[src/rtl/match_controller.sv]
// Match controller: credits round wins on rising win edges, holds the playfield
// cleared after each credited round, and declares a champion at WIN_SCORE.
module match_controller #(
  parameter int WIN_SCORE   = 7,
  parameter int HOLD_CYCLES = 4
) (
  input  logic       clk,
  input  logic       Reset,
  input  logic       start,
  input  logic       lwin,
  input  logic       rwin,
  output logic       add1,
  output logic       add2,
  output logic       round_clr,
  output logic [2:0] score1,
  output logic [2:0] score2,
  output logic       game_over,
  output logic [1:0] champ
);

  typedef enum logic [1:0] {IDLE, PLAY, HOLD, OVER} state_t;

  localparam logic [2:0] WIN       = 3'(WIN_SCORE);
  localparam logic [3:0] HOLD_LOAD = 4'(HOLD_CYCLES);

  state_t     state, state_nx;
  logic       lwin_q, rwin_q;
  logic       lwin_edge, rwin_edge;
  logic [3:0] hold_cnt, hold_cnt_nx;
  logic [2:0] score1_nx, score2_nx;
  logic [1:0] champ_nx;
  logic       add1_nx, add2_nx;

  assign lwin_edge = lwin & ~lwin_q;
  assign rwin_edge = rwin & ~rwin_q;

  always_comb begin
    state_nx    = state;
    hold_cnt_nx = hold_cnt;
    score1_nx   = score1;
    score2_nx   = score2;
    champ_nx    = champ;
    add1_nx     = 1'b0;
    add2_nx     = 1'b0;
    case (state)
      IDLE: begin
        if (start) state_nx = PLAY;
      end
      PLAY: begin
        // Simultaneous edges cancel: neither side is credited.
        if (lwin_edge && !rwin_edge && score1 < WIN) begin
          state_nx    = HOLD;
          add1_nx     = 1'b1;
          score1_nx   = score1 + 3'd1;
          hold_cnt_nx = HOLD_LOAD;
        end else if (rwin_edge && !lwin_edge && score2 < WIN) begin
          state_nx    = HOLD;
          add2_nx     = 1'b1;
          score2_nx   = score2 + 3'd1;
          hold_cnt_nx = HOLD_LOAD;
        end
      end
      HOLD: begin
        // hold_cnt counts the remaining HOLD cycles including the current one.
        if (hold_cnt <= 4'd1) begin
          hold_cnt_nx = 4'd0;
          if (score1 == WIN) begin
            state_nx = OVER;
            champ_nx = 2'b01;
          end else if (score2 == WIN) begin
            state_nx = OVER;
            champ_nx = 2'b10;
          end else begin
            state_nx = PLAY;
          end
        end else begin
          hold_cnt_nx = hold_cnt - 4'd1;
        end
      end
      OVER: begin
        if (start) begin
          state_nx  = PLAY;
          score1_nx = 3'd0;
          score2_nx = 3'd0;
          champ_nx  = 2'b00;
        end
      end
      default: state_nx = IDLE;
    endcase
  end

  always_ff @(posedge clk) begin
    if (Reset) begin
      state     <= IDLE;
      lwin_q    <= 1'b0;
      rwin_q    <= 1'b0;
      hold_cnt  <= 4'd0;
      score1    <= 3'd0;
      score2    <= 3'd0;
      champ     <= 2'b00;
      add1      <= 1'b0;
      add2      <= 1'b0;
      round_clr <= 1'b1;
      game_over <= 1'b0;
    end else begin
      state     <= state_nx;
      lwin_q    <= lwin;
      rwin_q    <= rwin;
      hold_cnt  <= hold_cnt_nx;
      score1    <= score1_nx;
      score2    <= score2_nx;
      champ     <= champ_nx;
      add1      <= add1_nx;
      add2      <= add2_nx;
      round_clr <= (state_nx != PLAY);
      game_over <= (state_nx == OVER);
    end
  end

endmodule

[config.mk]
export PLATFORM = sky130hd
export DESIGN_NAME = match_controller
export DESIGN_NICKNAME = d
export VERILOG_FILES = /design/src/rtl/match_controller.sv
export SDC_FILE = /design/constraint.sdc
export NUM_CORES = 1
export LEC_CHECK = 0
export BUFFER_PORTS_ARGS = -buffer_cell sky130_fd_sc_hd__buf_4
export CORE_ASPECT_RATIO = 0.9
export CORE_UTILIZATION = 23
export DETAILED_ROUTE_END_ITERATION = 8
export GPL_TIMING_DRIVEN = 0
export SETUP_SLACK_MARGIN = 0.3
export SLEW_MARGIN = 10
export SYNTH_ARGS = -nofsm -noshare
export SYNTH_HDL_FRONTEND = slang
export SYNTH_SLANG_ARGS = --single-unit
[constraint.sdc]
create_clock -name clk -period 1.65 [get_ports clk]
set_input_delay 0.2475 -clock clk [delete_from_list [all_inputs] [get_ports clk]]
set_output_delay 0.2475 -clock clk [all_outputs]
set_load 0.03 [all_outputs]
==> results of run 1 <==
-- critical path, stage by stage (launching register included) --
cell and delay (ns):
dfxtp_2 0.34, inv_4 0.08, ha_4 0.15, nor2_4 0.04, nor3_4 0.28, a21oi_1 0.11
a21o_1 0.22, nand3b_1 0.16
-- Yosys cell counts, drive strengths merged (2+ instances only) --
cell and instances:
nor2b 8, nor3 2, nand2b 4, ha 10
dfxtp 20, nor2 15, a21o 2, nand2 7
a21oi 8, o21ai 8, a31o 2, clkbuf 3
mux2i 8, inv 7, o32ai 2, nand3 7
-- cell type report --
class                   count  area, um^2
well taps                  62        77.6
multi-input cells          96         862
flip-flops and latches     20         425
inverters                   7        33.8
plain buffers               4        30.0
fillers                   453        2890
repair buffers             24         188
clock buffers               4        66.3
-- power breakdown --
group          switching (uW)  internal [uW]
Clock                     171            263
Combinational             524            479
Sequential               92.6            580
-- routing by layer --
| metal | vias to the layer above | share of wire | GRT usage |
|---|---|---|---|
| met4 | 0 | 0.0053 | 0.0231 |
| met2 | 19 | 0.44 | 0.179 |
| met3 | 2 | 0.052 | 0.0442 |
| li1 | 507 | - | - |
| met1 | 457 | 0.50 | 0.148 |
| met5 | - | 0 | 0 |
-- flip-flops by register name, summed over array words and instances (netlist names), 2 cells and up --
register  count
hold_cnt      4
state         2
champ         2
score2        3
score1        3
-- repair_timing --
| action | in CTS | in global routing |
|---|---|---|
| pin swaps | 6 | 8 |
| endpoints found under the hold margin | 0 | 0 |
| setup buffers | 6 | 2 |
| setup endpoints to repair | 16 | 16 |
| gates resized for setup | 20 | 8 |
-- through the flow --
stage | power [uW] | std cells
detailed placement | 1500 | 205
finish | 2110 | 217
floorplan | 1310 | 127
CTS | 2080 | 215
global placement | 1500 | 205
global route | 2260 | 217
-- cells by family after synthesis --
family | after synthesis | share of synthesized area
buf+inv | 11 | 0.0379
flops | 20 | 0.356
simple gates | 51 | 0.255
compound gates | 27 | 0.168
mux | 8 | 0.0713
fa+ha+maj | 10 | 0.111
-- how the worst min path moves through the flow --
stage	from	to	slack (ns)	cells past startpoint
finish	lwin	lwin_q	0.22	2
global route	lwin	lwin_q	0.21	2
CTS	lwin	lwin_q	0.22	2
detailed placement	champ[0]	champ[0]	0.48	2
floorplan	lwin	lwin_q	0.38	1
global placement	champ[1]	champ[1]	0.48	2
==> impl_metrics.tcl, run 1 <==
set metrics [dict create \
    outcome "completed" \
    detailedRoute.firstIterationViolations 35 \
    synth_top_area_frac 0.356 \
    floorplan.initialDensity 0.246 \
    cts_tree "yes" \
    die_area_mm2 0.00517 \
    slew_viol_final 0 \
    synth_ff_type "dfxtp_1" \
    period_minus_slack_ns 1.49 \
    async_reset_ff_frac 0 \
    drc 0 \
    clock-skew-final_ns 0.00144 \
    synthToLayoutAreaGrowth_pct 49.8 \
    syn_area_per_cell_um2 8.85 \
    relSlewSlack 0.678 \
    fmax_ghz 0.669 \
    clockRootBuffer "clkbuf_8" \
    layout-drive-gt1-share 0.477 \
    yosys_warnings 0 \
    critPathLaunch "hold_cnt[1]" \
    grtUsageTotal 0.114 \
    htreeDepth 1 \
    io_buffers 16 \
    wirelength_um 2640 \
    netlist_instances 127 \
    first_global_vias 929 \
    final.setup.tns_ns 0 \
    gp_congestion 0.806 \
    hold_viol 0 \
    syn_area_mm2 0.00112 \
    stdcell_area_mm2 0.00168 \
    antenna_cells 0 \
    io_pins 17 \
    setup_viol 0 \
    grt_max_degree 13 \
    synth_area_leader_cell "dfxtp_1" \
    grt_first_pass_wirelength_um 4370 \
    ys_seq_elements 20 \
    static-leakage-power_uw 0.000634 \
    syn_nets 142 \
    max_cap_viol_count 0 \
    path_class "register to register" \
    layout_common_cells "23 x buf_4, 13 x nor2_1, 10 x dfxtp_1" \
    critPathLaunchType "register" \
    place_area_mm2 0.00146 \
    crit_path_end_kind "register" \
    finalNetCount 171 \
    fin_ws_ns 0.155 \
    fp.dieH_um 68.3 \
    route.vias.total 985 \
    reg2reg_to "round_clr" \
    core_mm2 0.00458 \
    clock_path_buffers 2 \
    overflow 0 \
    ys_seq_area_frac 0.356 \
    synth_area_leaders "dfxtp_1 36%, ha_1 11%, mux2i_1 7.1%" \
    cts_buffers 3 \
    post_drt_wl_per_cell_um 12.1 \
    vdd_drop_max_mv 0.741 \
    layout_commonest_cell "buf_4" \
    dp_hpwl_um 1840 \
    drt-pass1-iter-count 4 \
    insertion_delay_ns 0.26 \
    worstPathRequired_ns 1.80 \
    ant_nets 0 \
    synth_edf_count 0 \
    worstMarginPinSlew_ns 0.483 \
    worstPathMaxFanout 5 \
    fp-row-count 23 \
    fin_util 0.368 \
    worst_r2r_path_depth 7 \
    p_per_area_mw_per_mm2 1250 \
    ctsHoldBuffers 0 \
    timing.final.crit_share 0.906 \
    die_w_um 75.7 \
    critical_path.endpoint "round_clr" \
    hold_path.class "input pin to register" \
    place_ws_ns 0.109 \
    rsz0062_at_grt "yes" \
    arrival_ns 1.64 \
    r2r_start "hold_cnt[1]" \
    synth_cell_type_count 35 \
    clk_pin_slew_ns 0.08 \
    vias_per_cell 4.54 \
    hold_ws_ns 0.220 \
    ff2ff_setup_slack_ns 0.16 \
    antenna_found_initial 0 \
    cts.sinks 20 \
]
(Power assumes the default switching activity.)
==> run 2, diff against run 1 <==
Settings changed: GPL_TIMING_DRIVEN 0 to not set, PLACE_DENSITY set to 0.49.
==> run 2 against run 1 <==
  * Worst setup slack lost 0.030 ns
  * Combinational power down 7%
  * Routed wire length rose by 0.95%
  * Global-route usage barely moved
  * Power down 3.3%
  * Sequential cell count is the same
  * Worst hold slack got worse by 0.010 ns
  * Fmax down 2.0%
  * First-iteration DRC count rose by 8.6%
  * Non-clock buffer count decreased by 1
  * Count of clock-buffer cells in the layout did not move
  * Critical path type unchanged
==> impl_metrics.tcl, run 2 (synthesized netlist as in run 1, its figures left out) <==
set metrics [dict create \
    outcome "completed" \
    fp-row-count 23 \
    hold_path.class "input pin to register" \
    p_comb_frac 0.454 \
    die_w_um 75.7 \
    period_minus_slack_ns 1.52 \
    clock-skew-final_ns 0.00671 \
    detailedRoute.firstIterationViolations 38 \
    multi_input_area_um2 838 \
    clockRootBuffer "clkbuf_8" \
    p_per_area_mw_per_mm2 1240 \
    worst_r2r_path_depth 7 \
    final.setup.tns_ns 0 \
    synthToLayoutAreaGrowth_pct 46.5 \
    seq_area_um2 427 \
    layout_commonest_cell "buf_4" \
    finalNetCount 170 \
    clock_path_buffers 2 \
    worstPathRequired_ns 1.82 \
    drc 0 \
    core_mm2 0.00458 \
    path_cells "inv_4, ha_4, nor2_4, or3_4, nor3_4, o21ai_1, a221oi_2" \
    cts.sinks 20 \
    worstPathMaxFanout 4 \
    static-leakage-power_uw 0.000638 \
    antenna_found_initial 0 \
    clock_power_share 0.210 \
    antenna_cells 0 \
    layout-drive-gt1-share 0.481 \
    overflow 0 \
    top_regs "hold_cnt (4), score1 (3), score2 (3)" \
    reg2reg_to "game_over" \
    whs_path_depth 2 \
    die_area_mm2 0.00517 \
    p_switching_uw 757 \
    cts_tree "yes" \
    n_fill_cell 466 \
    fp.dieH_um 68.3 \
    power.total_uw 2040 \
    p_int_uw 1280 \
    floorplan.initialDensity 0.246 \
    post_drt_wl_per_cell_um 12.3 \
    ant_nets 0 \
    vdd_drop_max_mv 0.486 \
    wirelength_um 2660 \
    r2r_start "hold_cnt[0]" \
    max_cap_viol_count 0 \
    critical_path.endpoint "game_over" \
    worstMarginPinSlew_ns 0.379 \
    cts_buffers 3 \
    hold_viol 0 \
    fin_util 0.360 \
    io_buffers 16 \
    crit_path_end_kind "register" \
    critPathLaunchType "register" \
    timing.final.crit_share 0.924 \
    grtUsageTotal 0.113 \
    relSlewSlack 0.744 \
    stdcell_area_mm2 0.00165 \
    vias_per_cell 4.58 \
    layout_common_cells "25 x buf_4, 13 x nor2_1, 9 x dfxtp_1" \
    insertion_delay_ns 0.26 \
    slew_viol_final 0 \
    ctsHoldBuffers 0 \
    dp_hpwl_um 1890 \
    critPathMaxStageDelay_ns 0.37 \
    clk_pin_slew_ns 0.08 \
    grt_first_pass_wirelength_um 4480 \
    first_global_vias 970 \
    ff2ff_setup_slack_ns 0.13 \
    regMostFlops "hold_cnt" \
    p_sw_frac 0.371 \
    path_class "register to register" \
    gp_congestion 0.818 \
    setup_viol 0 \
    fmax_ghz 0.656 \
    place_area_mm2 0.00143 \
    largest_reg_flops 4 \
    arrival_ns 1.70 \
    route.vias.total 989 \
    seqPwrFrac 0.336 \
    htreeDepth 1 \
    grt_max_degree 22 \
    rsz0062_at_grt "yes" \
    critPathLaunch "hold_cnt[0]" \
    io_pins 17 \
    slowest_stage "dfxtp_4" \
    drt-pass1-iter-count 2 \
]
-- run 2: cell types whose count changed in the layout (fill, tap and decap cells not counted), sizes merged --
cell,previous run,this run
buf,26,27
clkbuf,6,4
-- run 2: worst min path at each step --
stage	from	end
2_1_floorplan	lwin	lwin_q
3_3_place_gp	rwin	rwin_q
3_5_place_dp	champ[1]	champ[1]
4_1_cts	lwin	lwin_q
5_1_grt	lwin	lwin_q
6_report	lwin	lwin_q
-- run 2: area by class of cell --
cell class              instances  area share
clock buffers                   4      0.0403
flip-flops and latches         20       0.259
multi-input cells              96       0.509
well taps                      62      0.0471
repair buffers                 27       0.124
inverters                       7      0.0205
-- run 2: per-layer routing --
layer  global-route usage  up-vias  wire length, um
met5                    0        -                0
met4               0.0208        0               18
met3               0.0353        2               94
met2                0.191       14             1240
met1                0.143      469             1310
li1                     -      504                -
-- run 2: power by group through the flow --
stage	registers [uW]	logic [uW]	clock network, uW
after global routing	700	1020	471
final	685	925	429
after global placement	695	810	0
after floorplan	761	547	0
after detailed placement	693	812	0
after CTS	686	856	450
-- run 2: worst max-delay path: cells and delay by family (launching register included) --
family,cells,cell delay [ns]
compound gates,2,0.30
fa+ha+maj,1,0.15
buf+inv,1,0.07
flops,1,0.37
simple gates,3,0.55
-- run 2: metrics by stage --
step                      setup slack (ns)  hold slack (ns)  instances
after floorplan                      0.235            0.376        127
after detailed placement             0.129            0.467        201
final                                0.125            0.210        216
after global routing                0.0667            0.199        216
after global placement               0.113            0.474        201
after CTS                            0.131            0.202        210
-- run 2: repair_timing --
| action | in CTS | in global routing |
|---|---|---|
| gates resized for setup | 10 | 7 |
| pin swaps | 7 | 6 |
| setup buffers | 5 | 6 |
| endpoints found under the setup margin | 15 | 16 |
==> run 3, diff against run 2 <==
Settings changed: SETUP_SLACK_MARGIN 0.3 to 0.02.
==> run 3 against run 2 <==
  * Sequential power is 7.0% lower
  * Combinational power fell by 2.8%
  * Non-clock buffer count fell by 2
  * Via count grew 0.30%
  * Cell count down 0.93%
  * Power is essentially flat
  * Clock power is 17% higher
  * Clock skew decreased by 0.00079 ns
  * Sequential cell count stayed put
  * Die area is the same
  * Critical endpoint unchanged
  * Highest routed layer unchanged
==> impl_metrics.tcl, run 3 (synthesized netlist as in run 1, its figures left out) <==
set metrics [dict create \
    outcome "completed" \
    relSlewSlack 0.728 \
    dp_cells 209 \
    die_w_um 75.7 \
    regMostFlops "hold_cnt" \
    ff2ff_setup_slack_ns 0.05 \
    clk_pin_slew_ns 0.08 \
    arrival_ns 1.77 \
    vias_per_cell 4.64 \
    clockRootBuffer "clkbuf_8" \
    detailedRoute.firstIterationViolations 54 \
    hold_viol 0 \
    die_area_mm2 0.00517 \
    io_buffers 16 \
    worstPathRequired_ns 1.83 \
    multi_input_area_um2 748 \
    ctsHoldBuffers 0 \
    static-leakage-power_uw 0.000615 \
    ant_nets 0 \
    timing.final.crit_share 0.967 \
    vdd_drop_max_mv 0.648 \
    rsz0062_at_grt "yes" \
    drt-pass1-iter-count 4 \
    dp_hpwl_um 1890 \
    n_fill_cell 469 \
    crit_path_end_kind "register" \
    worstMarginPinSlew_ns 0.403 \
    layout_commonest_cell "buf_4" \
    wirelength_um 2610 \
    seq_area_um2 407 \
    layout_common_cells "25 x buf_4, 17 x dfxtp_1, 13 x nor2_1" \
    core_mm2 0.00458 \
    grt_max_degree 22 \
    top_regs "hold_cnt (4), score1 (3), score2 (3)" \
    antenna_cells 0 \
    cts.sinks 20 \
    layout-drive-gt1-share 0.355 \
    overflow 0 \
    finalNetCount 168 \
    fp-row-count 23 \
    period_minus_slack_ns 1.60 \
    power.total_uw 2040 \
    fin_cells 214 \
    floorplan.initialDensity 0.246 \
    clock-skew-final_ns 0.00592 \
    gp_congestion 0.775 \
    grt_first_pass_wirelength_um 4110 \
    setup_viol 0 \
    first_global_vias 914 \
    hold_ws_ns 0.204 \
    route.vias.total 992 \
    fmax_ghz 0.627 \
    hold_path.class "input pin to register" \
    grtUsageTotal 0.105 \
    worstPathMaxFanout 4 \
    max_cap_viol_count 0 \
    p_per_area_mw_per_mm2 1340 \
    critPathLaunchType "register" \
    slew_viol_final 0 \
    io_pins 17 \
    post_drt_wl_per_cell_um 12.2 \
    antenna_found_initial 0 \
    path_class "register to register" \
    clock_path_buffers 2 \
    htreeDepth 1 \
    place_ws_ns -0.0000543 \
    synthToLayoutAreaGrowth_pct 35.1 \
    largest_reg_flops 4 \
    fp.dieH_um 68.3 \
    cts_tree "yes" \
    insertion_delay_ns 0.26 \
    fin_util 0.332 \
    fin_ws_ns 0.0543 \
    cts_buffers 3 \
    drc 0 \
]
## run 3: layout make-up
class | count | share of cell area
Multi-Input combinational cell | 96 | 0.493
Sequential cell | 20 | 0.268
Timing Repair Buffer | 25 | 0.124
Tap cell | 62 | 0.0511
Clock buffer | 3 | 0.0272
Clock inverter | 1 | 0.0198
Inverter | 7 | 0.0173
## run 3: worst max-delay path, cell delays in order, from the launching register on
cell and delay (ns):
dfxtp_2 0.35, inv_2 0.06, ha_2 0.18, nor2_2 0.05, or3_4 0.35, nor3_4 0.22, o21ai_2 0.08, a221oi_2 0.22
## run 3: path summary, 6_finish.rpt
check	from	to	cells after the start
max	hold_cnt[0]	game_over	7
min	lwin	lwin_q	2
min reg2reg	champ[1]	champ[1]	2
max reg2reg	hold_cnt[0]	game_over	7
## run 3: per-layer routing
| layer | global-route usage | vias up | routed length (um) |
|---|---|---|---|
| li1 | - | 497 | - |
| met1 | 0.142 | 475 | 1300 |
| met2 | 0.170 | 18 | 1200 |
| met3 | 0.0265 | 2 | 92 |
| met4 | 0.0208 | 0 | 17 |
| met5 | 0 | - | 0 |
## run 3: what timing repair did
action	4_1_cts	5_1_grt
setup buffers	0	1
pin swaps	1	4
endpoints found under the setup margin	6	14
resized for setup	3	16
## run 3: through the flow
stage	setup TNS [ns]	instance area (um^2)
final	0	1520
after CTS	0	1450
after floorplan	0	1120
after detailed placement	-0.0000543	1370
after global placement	0	1370
after global routing	-0.0252	1520
## run 3: power by group
group | total [uW] | switching [uW] | internal, uW
Sequential | 637 | 74.8 | 562
Combinational | 899 | 490 | 409
Clock | 503 | 179 | 324
